### src/rtl/s32x_sdr_arbiter.sv
// s32x_sdr_arbiter: round-robin N-channel arbiter for the SH-2 SDRAM port.
// Channels raise i_ch_cs and hold it until their o_ch_wait bit drops.
// The FSM runs IDLE -> BUSY -> DONE -> IDLE. It grants one channel at a time
// and drives registered o_sdr_* signals to the SDRAM controller.
// A channel's acknowledge (ack_hold) becomes visible after the DONE
// turnaround cycle, which gives a minimum request-to-release time of 3 cycles.
// Optional feature macro: S32X_SDR_WPOST_EN adds a one-entry posted-write
// buffer per channel. In the default build (macro undefined) writes behave
// exactly like reads.
module s32x_sdr_arbiter #(
    parameter int NCH = 2,
    parameter int AW  = 17,
    parameter int DW  = 16
) (
    input  logic                  i_clk,
    input  logic                  i_rst,
    input  logic [NCH*AW-1:0]     i_ch_a,
    input  logic [NCH*DW-1:0]     i_ch_do,
    input  logic [NCH-1:0]        i_ch_cs,
    input  logic [NCH*(DW/8)-1:0] i_ch_we,
    input  logic [NCH-1:0]        i_ch_rd,
    output logic [DW-1:0]         o_ch_di,
    output logic [NCH-1:0]        o_ch_wait,
    output logic [AW-1:0]         o_sdr_a,
    output logic [DW-1:0]         o_sdr_do,
    output logic                  o_sdr_cs,
    output logic [DW/8-1:0]       o_sdr_we,
    output logic                  o_sdr_rd,
    input  logic [DW-1:0]         i_sdr_di,
    input  logic                  i_sdr_wait
);

    localparam int BW = DW / 8;
    localparam int PW = (NCH > 1) ? $clog2(NCH) : 1;

    typedef enum logic [1:0] {
        ST_IDLE = 2'd0,
        ST_BUSY = 2'd1,
        ST_DONE = 2'd2
    } state_t;

    state_t          r_state;
    logic [PW-1:0]   r_ptr;
    logic [PW-1:0]   r_g;
    logic            r_g_buf;      // current access drains a posted-write buffer
    logic            r_ack_pend;   // completion seen with CS still high
    logic [NCH-1:0]  r_ack_hold;
    logic [AW-1:0]   r_sdr_a;
    logic [DW-1:0]   r_sdr_do;
    logic [BW-1:0]   r_sdr_we;
    logic            r_sdr_cs;
    logic            r_sdr_rd;
    logic [DW-1:0]   r_ch_di;

    logic [NCH-1:0]  w_req;
    logic [NCH-1:0]  w_ack_set;
    logic [NCH-1:0]  w_ack_next;
    logic [NCH-1:0]  w_src_buf;
    logic [NCH-1:0]  w_src_rd;
    logic [AW-1:0]   w_src_a  [NCH];
    logic [DW-1:0]   w_src_do [NCH];
    logic [BW-1:0]   w_src_we [NCH];
    logic            w_found;
    logic [PW-1:0]   w_pick;
    logic            w_complete;
    logic [PW-1:0]   w_ptr_next;
    logic            w_done_ack;

    assign w_complete = (r_state == ST_BUSY) && !i_sdr_wait;
    assign w_done_ack = (r_state == ST_DONE) && r_ack_pend;
    assign w_ptr_next = (r_g == PW'(NCH - 1)) ? '0 : r_g + 1'b1;

    genvar gi;
    generate
        for (gi = 0; gi < NCH; gi++) begin : g_ch
            logic [AW-1:0] w_a;
            logic [DW-1:0] w_do;
            logic [BW-1:0] w_we;
            logic          w_live;
            logic          w_grant_ack;

            assign w_a    = i_ch_a[gi*AW +: AW];
            assign w_do   = i_ch_do[gi*DW +: DW];
            assign w_we   = i_ch_we[gi*BW +: BW];
            assign w_live = i_ch_cs[gi] & ~r_ack_hold[gi];
            assign w_grant_ack = w_done_ack && (r_g == PW'(gi)) && i_ch_cs[gi];

`ifdef S32X_SDR_WPOST_EN
            logic          r_wb_valid;
            logic [AW-1:0] r_wb_a;
            logic [DW-1:0] r_wb_do;
            logic [BW-1:0] r_wb_we;
            logic          w_is_wr;
            logic          w_cap;
            logic          w_drain;

            assign w_is_wr = |w_we;
            assign w_cap   = w_live & ~r_wb_valid & w_is_wr;
            assign w_drain = w_complete & r_g_buf & (r_g == PW'(gi));

            // Posted-write buffer: capture a write on sampling, retire on drain completion
            always_ff @(posedge i_clk) begin
                if (i_rst) begin
                    r_wb_valid <= 1'b0;
                    r_wb_a     <= '0;
                    r_wb_do    <= '0;
                    r_wb_we    <= '0;
                end else if (w_cap) begin
                    r_wb_valid <= 1'b1;
                    r_wb_a     <= w_a;
                    r_wb_do    <= w_do;
                    r_wb_we    <= w_we;
                end else if (w_drain) begin
                    r_wb_valid <= 1'b0;
                end
            end

            // A valid buffer is the channel's only request; live reads wait behind it
            assign w_req[gi]     = r_wb_valid | (w_live & ~w_is_wr);
            assign w_src_buf[gi] = r_wb_valid;
            assign w_src_a[gi]   = r_wb_valid ? r_wb_a  : w_a;
            assign w_src_do[gi]  = r_wb_valid ? r_wb_do : w_do;
            assign w_src_we[gi]  = r_wb_valid ? r_wb_we : w_we;
            assign w_src_rd[gi]  = r_wb_valid ? 1'b0    : i_ch_rd[gi];
            assign w_ack_set[gi] = w_cap | w_grant_ack;
`else
            assign w_req[gi]     = w_live;
            assign w_src_buf[gi] = 1'b0;
            assign w_src_a[gi]   = w_a;
            assign w_src_do[gi]  = w_do;
            assign w_src_we[gi]  = w_we;
            assign w_src_rd[gi]  = i_ch_rd[gi];
            assign w_ack_set[gi] = w_grant_ack;
`endif
            // Hold stays set while CS is high; a sampled-low CS clears it
            assign w_ack_next[gi] = w_ack_set[gi] | (r_ack_hold[gi] & i_ch_cs[gi]);
        end
    endgenerate

    // Round-robin pick: first requesting index at or after r_ptr, wrapping
    always_comb begin
        int idx;
        idx     = 0;
        w_found = 1'b0;
        w_pick  = '0;
        for (int k = NCH - 1; k >= 0; k--) begin
            idx = int'(r_ptr) + k;
            if (idx >= NCH) begin
                idx = idx - NCH;
            end
            if (w_req[idx]) begin
                w_found = 1'b1;
                w_pick  = PW'(idx);
            end
        end
    end

    // Per-channel acknowledge hold register
    always_ff @(posedge i_clk) begin
        if (i_rst) begin
            r_ack_hold <= '0;
        end else begin
            r_ack_hold <= w_ack_next;
        end
    end

    // Grant FSM with registered downstream signals and read-data capture
    always_ff @(posedge i_clk) begin
        if (i_rst) begin
            r_state    <= ST_IDLE;
            r_ptr      <= '0;
            r_g        <= '0;
            r_g_buf    <= 1'b0;
            r_ack_pend <= 1'b0;
            r_sdr_a    <= '0;
            r_sdr_do   <= '0;
            r_sdr_we   <= '0;
            r_sdr_cs   <= 1'b0;
            r_sdr_rd   <= 1'b0;
            r_ch_di    <= '0;
        end else begin
            case (r_state)
                ST_IDLE: begin
                    if (w_found) begin
                        r_g      <= w_pick;
                        r_g_buf  <= w_src_buf[w_pick];
                        r_sdr_a  <= w_src_a[w_pick];
                        r_sdr_do <= w_src_do[w_pick];
                        r_sdr_we <= w_src_we[w_pick];
                        r_sdr_rd <= w_src_rd[w_pick];
                        r_sdr_cs <= 1'b1;
                        r_state  <= ST_BUSY;
                    end
                end
                ST_BUSY: begin
                    if (!i_sdr_wait) begin
                        // Only reads update the shared read-data register
                        if (r_sdr_we == '0) begin
                            r_ch_di <= i_sdr_di;
                        end
                        r_ack_pend <= i_ch_cs[r_g] & ~r_g_buf;
                        r_sdr_cs   <= 1'b0;
                        r_sdr_we   <= '0;
                        r_sdr_rd   <= 1'b0;
                        r_ptr      <= w_ptr_next;
                        r_state    <= ST_DONE;
                    end
                end
                ST_DONE: begin
                    r_ack_pend <= 1'b0;
                    r_state    <= ST_IDLE;
                end
                default: begin
                    r_state <= ST_IDLE;
                end
            endcase
        end
    end

    assign o_ch_wait = i_ch_cs & ~r_ack_hold;
    assign o_ch_di   = r_ch_di;
    assign o_sdr_a   = r_sdr_a;
    assign o_sdr_do  = r_sdr_do;
    assign o_sdr_we  = r_sdr_we;
    assign o_sdr_cs  = r_sdr_cs;
    assign o_sdr_rd  = r_sdr_rd;

endmodule
### config.mk
export PLATFORM = sky130hd
export DESIGN_NAME = s32x_sdr_arbiter
export DESIGN_NICKNAME = d
export VERILOG_FILES = /design/src/rtl/s32x_sdr_arbiter.sv
export SDC_FILE = /design/constraint.sdc
export NUM_CORES = 1
export LEC_CHECK = 0
export CAP_MARGIN = 20
export CORE_MARGIN = 8
export CORE_UTILIZATION = 30
export DETAILED_ROUTE_END_ITERATION = 12
export GPL_TIMING_DRIVEN = 1
export HOLD_SLACK_MARGIN = 0.12
export PLACE_DENSITY = 0.68
export SLEW_MARGIN = 20
export SYNTH_ARGS = -nofsm -noshare
export SYNTH_HDL_FRONTEND = slang
export SYNTH_SLANG_ARGS = --single-unit
### constraint.sdc
create_clock -name i_clk -period 1.6 [get_ports i_clk]
set_input_delay 0.32 -clock i_clk [delete_from_list [all_inputs] [get_ports i_clk]]
set_output_delay 0.32 -clock i_clk [all_outputs]
set_load 0.03 [all_outputs]
==> impl_metrics.env, run 1 <==
export IMPL_maxSlewViolCount=0
export IMPL_min_path_type="input port to flip-flop"
export IMPL_final_layout_size_suffix_gt1_frac=0.109
export IMPL_layout_commonest_cell="clkdlybuf4s50_1"
export IMPL_synth_mux_area_frac=0.0802
export IMPL_holdBufCountCts=0
export IMPL_syn_nets=387
export IMPL_powerDensity_nw_per_um2=1000
export IMPL_post_cts_setup_buffers=0
export IMPL_coreArea_um2=8130
export IMPL_drt_iter0_drc=80
export IMPL_gr_total_overflow=0
export IMPL_vias=2643
export IMPL_cts_tree="built"
export IMPL_die_y_um=107
export IMPL_setup_tns_ns=0
export IMPL_ir_drop_v=0.000439
export IMPL_p_leak_nw=2.06
export IMPL_yosysWarnings=0
export IMPL_synth_compound_area_frac=0.197
export IMPL_gp_congestion=0.744
export IMPL_stdcell_count=556
export IMPL_syn_inst=294
export IMPL_clock_latency_ns=0.32
export IMPL_pin_count=148
export IMPL_wl_per_cell_um=15.2
export IMPL_final_cell_mix="clkdlybuf4s50_1 (88), dfxtp_1 (59), dlygate4sd2_1 (56)"
export IMPL_syn_area_per_cell_um2=8.49
export IMPL_cts_root_buf="clkbuf_8"
export IMPL_setup_viol=0
export IMPL_end_kind="flip-flop"
export IMPL_cap_viol_max_count=0
export IMPL_ys_seq_area_frac=0.481
export IMPL_arrival_ns=1.75
export IMPL_rows=33
export IMPL_finalCritPeriodShare=0.959
export IMPL_grt_usage=0.144
export IMPL_area_growth_synth_to_final_pct=75.6
export IMPL_place_hpwl_um=6590
export IMPL_dr_pass1_iters=4
export IMPL_vias_per_cell=4.75
export IMPL_ys_ff_latch=60
export IMPL_die_width_um=107
export IMPL_status="complete, no violations"
export IMPL_num_antenna_cells=0
export IMPL_cp_max_fo=8
export IMPL_slew_limit_headroom=0.756
export IMPL_crit_path_start_kind="flip-flop"
export IMPL_synthXorXnorAreaFrac=0
export IMPL_yosys_area_share_simple=0.179
export IMPL_finalNetCount=540
export IMPL_skew_ns=0.00581
export IMPL_fin_util=0.539
export IMPL_rsz0062_at_grt="no"
export IMPL_reg2reg_setup_slack_ns=0.07
export IMPL_cts_buffers=9
export IMPL_critPathKind="flip-flop to flip-flop"
export IMPL_h_tree_depth=3
export IMPL_cts_sinks=60
export IMPL_clk_pin_slew_ns=0.06
export IMPL_grt_pass1_wl_um=13300
export IMPL_drc=0
export IMPL_grt_antenna_before_repair=0
export IMPL_grt_pass1_vias=2631
export IMPL_grt_start_max_net_pins=23
export IMPL_totalPowerFinal_mw=4.38
export IMPL_start_util=0.307
export IMPL_fin_crit_ns=1.53
export IMPL_portBuffers=147
export IMPL_required_ns=1.81
export IMPL_max_freq_ghz=0.652
export IMPL_ant_nets=0
export IMPL_synth_cell_type_count=26
export IMPL_hold_viol=0
export IMPL_drt_wl_total_um=8450
export IMPL_dp_cells=541
export IMPL_fin_hold_ws_ns=0.383
export IMPL_synth_cell_area_um2=2500
export IMPL_die_area_um2=11500
export IMPL_synthAdderAreaFrac=0
export IMPL_tightest_slew_ns=0.366
export IMPL_synth_top_family_by_area="compound AO/OA/AOI/OAI gates"
export IMPL_cts_buffer_depth=2
## critical path, stage by stage, from the launching register on
cell and delay, ns:
dfxtp_1 0.31, or3b_1 0.38, or3_4 0.36, buf_8 0.16
mux2i_1 0.16, nor2_1 0.05
## final timing paths
kind                            startpoint           to  cells after the start
worst max register to register  r_state[1]  o_ch_di[13]                      5
worst min-delay path                 i_rst        r_ptr                      2
worst min register to register    o_sdr_cs     o_sdr_cs                      2
worst max-delay path            r_state[1]  o_ch_di[13]                      5
## synthesized netlist by cell type (all sizes together)
| master | count | area (um^2) |
|---|---|---|
| nor2b | 2 | 12.5 |
| nand4b | 3 | 26.3 |
| and2b | 1 | 7.51 |
| o21ai | 4 | 20.0 |
| nand2b | 1 | 6.26 |
| and2 | 1 | 6.26 |
| o211a | 1 | 10.0 |
| a31oi | 3 | 18.8 |
| nand2 | 37 | 139 |
| nor2 | 56 | 210 |
| buf | 16 | 109 |
| clkbuf | 11 | 41.3 |
| a211oi | 34 | 255 |
| or3 | 1 | 6.26 |
| or3b | 2 | 17.5 |
| mux2i | 20 | 200 |
| o21a | 1 | 7.51 |
| inv | 2 | 7.51 |
| nor3b | 2 | 15.0 |
| dfxtp | 60 | 1200 |
| a21oi | 36 | 180 |
## registers in the layout, summed over array words and instances (netlist names)
register    cells
r_ptr           1
r_state         2
o_ch_di        16
o_sdr_do       16
o_sdr_cs        1
r_g             1
o_sdr_we        2
o_sdr_rd        1
r_ack_hold      2
o_sdr_a        17
r_ack_pend      1
## stage by stage
| step | instance area (um^2) | setup slack [ns] |
|---|---|---|
| CTS | 4350 | -0.000780 |
| global placement | 4160 | -0.440 |
| global route | 4390 | 0.00616 |
| finish | 4390 | 0.0655 |
| detailed placement | 4160 | -0.477 |
| floorplan | 2500 | -0.138 |
## layer usage
metal,up-vias,GRT usage,routed length (um)
met5,-,0,0
met4,0,0.0302,60
met3,6,0.0750,835
met2,114,0.237,4000
met1,1211,0.161,3550
li1,1312,-,-
## what timing repair did
item / CTS / global route
gates resized for setup: 69 / 9
endpoints found under the hold margin: 0 / 0
setup endpoints to repair: 107 / 46
gates cloned: 0 / 0
pin swaps: 2 / 1
## kinds of logic after synthesis
logic type / Yosys count
compound gates: 79
buf+inv: 29
flops: 60
mux: 20
simple gates: 106
## where the power goes
group          internal (mW)  switching [mW]
Clock                  0.911           0.566
Sequential              1.63          0.0661
Combinational          0.557           0.653
## layout make-up
cell class                 instances  area [um^2]
clock buffer                      11          141
clock inverter                     4         73.8
fill                             791         3750
inverter                           2         7.51
multi-input combinational        205         1190
sequential                        60         1200
tap                              105          131
timing repair buffer             169         1640
No activity file was read; power rests on OpenSTA's default activity.
==> run 2, diff against run 1 <==
--- a/config.mk
+++ b/config.mk
@@ -6,7 +6,7 @@
 export NUM_CORES = 1
 export LEC_CHECK = 0
 export CAP_MARGIN = 20
-export CORE_MARGIN = 8
+export CORE_MARGIN = 2
 export CORE_UTILIZATION = 30
 export DETAILED_ROUTE_END_ITERATION = 12
 export GPL_TIMING_DRIVEN = 1
==> run 2 against run 1 <==
  * First-iteration DRC count is 33% lower
  * Final area increased by 2.7%
  * Sequential cell count did not move
  * Die area is 21% lower
  * Via count rose by 0.34%
  * Clock skew is essentially flat
==> impl_metrics.env, run 2 (synthesis results as in run 1) <==
export IMPL_final_layout_size_suffix_gt1_frac=0.132
export IMPL_design_area_um2=4510
export IMPL_ir_drop_v=0.000558
export IMPL_maxSlewViolCount=0
export IMPL_cp_max_fo=5
export IMPL_grt_usage=0.170
export IMPL_drt_iter0_drc=54
export IMPL_placed_area_um2=4230
export IMPL_grt_pass1_vias=2550
export IMPL_finalNetCount=543
export IMPL_r2r_end="o_ch_di[8]"
export IMPL_powerDensity_nw_per_um2=995
export IMPL_clk_pin_slew_ns=0.07
export IMPL_seq_power_share=0.378
export IMPL_die_area_um2=9070
export IMPL_h_tree_depth=3
export IMPL_power_frac_clock=0.340
export IMPL_clock_latency_ns=0.33
export IMPL_r2r_cells=5
export IMPL_finalCritPeriodShare=0.987
export IMPL_skew_ns=0.00573
export IMPL_holdPathEnd="r_ack_hold[1]"
export IMPL_largest_reg_flops=17
export IMPL_setup_viol=0
export IMPL_start_util=0.307
export IMPL_drc=0
export IMPL_combPwrFrac=0.281
export IMPL_fin_crit_ns=1.58
export IMPL_end_kind="flip-flop"
export IMPL_worstReg2RegStart="r_state[1]"
export IMPL_status="complete, no violations"
export IMPL_wl_per_cell_um=13.8
export IMPL_worstHoldStart="i_ch_cs[1]"
export IMPL_nFillCells=761
export IMPL_crit_path_start_kind="flip-flop"
export IMPL_grt_pass1_wl_um=11900
export IMPL_power_share_switching=0.298
export IMPL_slew_limit_headroom=0.714
export IMPL_whs_path_depth=3
export IMPL_die_y_um=95.2
export IMPL_portBuffers=147
export IMPL_tightest_slew_ns=0.430
export IMPL_required_ns=1.83
export IMPL_fin_hold_ws_ns=0.408
export IMPL_min_path_type="input port to flip-flop"
export IMPL_grt_start_max_net_pins=25
export IMPL_rsz0062_at_grt="yes"
export IMPL_cts_tree="built"
export IMPL_place_hpwl_um=5660
export IMPL_die_width_um=95.2
export IMPL_p_leak_nw=2.12
export IMPL_cts_buffer_depth=2
export IMPL_hold_viol=0
export IMPL_grt_antenna_before_repair=0
export IMPL_final_cell_mix="clkdlybuf4s50_1 (88), dfxtp_1 (59), nor2_1 (56)"
export IMPL_reg2reg_setup_slack_ns=0.02
export IMPL_pin_count=148
export IMPL_gp_congestion=0.760
export IMPL_cts_sinks=60
export IMPL_layout_commonest_cell="clkdlybuf4s50_1"
export IMPL_arrival_ns=1.81
export IMPL_num_antenna_cells=0
export IMPL_critPathKind="flip-flop to flip-flop"
export IMPL_switching_power_mw=1.34
export IMPL_dr_pass1_iters=4
export IMPL_ant_nets=0
export IMPL_coreArea_um2=8130
export IMPL_gr_total_overflow=0
export IMPL_cts_buffers=9
export IMPL_totalPowerFinal_mw=4.48
export IMPL_p_int_mw=3.15
export IMPL_rows=33
export IMPL_vias_per_cell=4.74
export IMPL_area_growth_synth_to_final_pct=80.4
export IMPL_cts_root_buf="clkbuf_8"
export IMPL_cap_viol_max_count=0
export IMPL_drt_wl_total_um=7730
export IMPL_max_freq_ghz=0.633
export IMPL_vias=2652
## run 2: changes by cell type in the layout (fill, tap and decap cells not counted), moves of 2 or more
cell | before | now
buf_6 | 4 | 2
a21oi_2 | 0 | 3
buf_12 | 4 | 8
a21oi_1 | 36 | 33
a211oi_1 | 34 | 32
a211oi_2 | 0 | 2
## run 2: worst max path at each step
stage	startpoint	end	slack, ns	depth (start not counted)
detailed placement	i_ch_cs[0]	o_sdr_a[16]	-0.49	6
global placement	i_ch_cs[0]	o_sdr_a[16]	-0.48	6
finish	r_state[1]	o_ch_di[8]	0.02	5
floorplan	i_sdr_wait	o_ch_di[10]	-0.14	7
global route	r_state[1]	o_ch_di[6]	-0.04	5
CTS	r_ack_hold[0]	o_sdr_do[7]	0.01	5
## run 2: worst max-delay path, stage by stage, from the launching register on
cell and delay, ns:
dfxtp_1 0.32, or3b_4 0.39, or3_4 0.40, buf_8 0.16, mux2i_1 0.16, nor2_1 0.05
## run 2: power by group through the flow
stage                     clock network (mW)  logic (mW)  registers [mW]
after floorplan                            0       0.399            1.98
after global placement                     0        1.30            1.73
after detailed placement                   0        1.31            1.73
after CTS                               1.57        1.25            1.70
after global routing                    1.64        1.36            1.71
final                                   1.53        1.26            1.70
## run 2: layout make-up
type                            count  area (um^2)  share of cell area
Sequential cell                    60         1200               0.267
Clock inverter                      6         87.6              0.0194
Inverter                            2         7.51             0.00167
Tap cell                          105          131              0.0292
Clock buffer                       10          138              0.0305
Multi-Input combinational cell    205         1210               0.268
Timing Repair Buffer              172         1730               0.385
## run 2: through the flow
stage	setup slack [ns]	instances	setup TNS [ns]	utilization
detailed placement	-0.485	542	-24.52	0.519
finish	0.0208	560	0	0.554
global route	-0.0384	560	-0.223	0.554
floorplan	-0.138	294	-1.38	-
global placement	-0.483	542	-24.55	0.519
CTS	0.0102	559	0	0.547
## run 2: repair_timing
item,in CTS,in global routing
setup buffers,0,1
gates resized for setup,67,14
pin swaps,1,0
cloned,1,0
endpoints found under the setup margin,107,52
hold buffers,0,0
## run 2: layer usage
metal / routed length (um) / part of all wire / track usage
met1: 3010 / 0.39 / 0.176
met2: 3840 / 0.50 / 0.310
met3: 831 / 0.11 / 0.0822
met4: 51 / 0.0066 / 0.0326
met5: 0 / 0 / 0
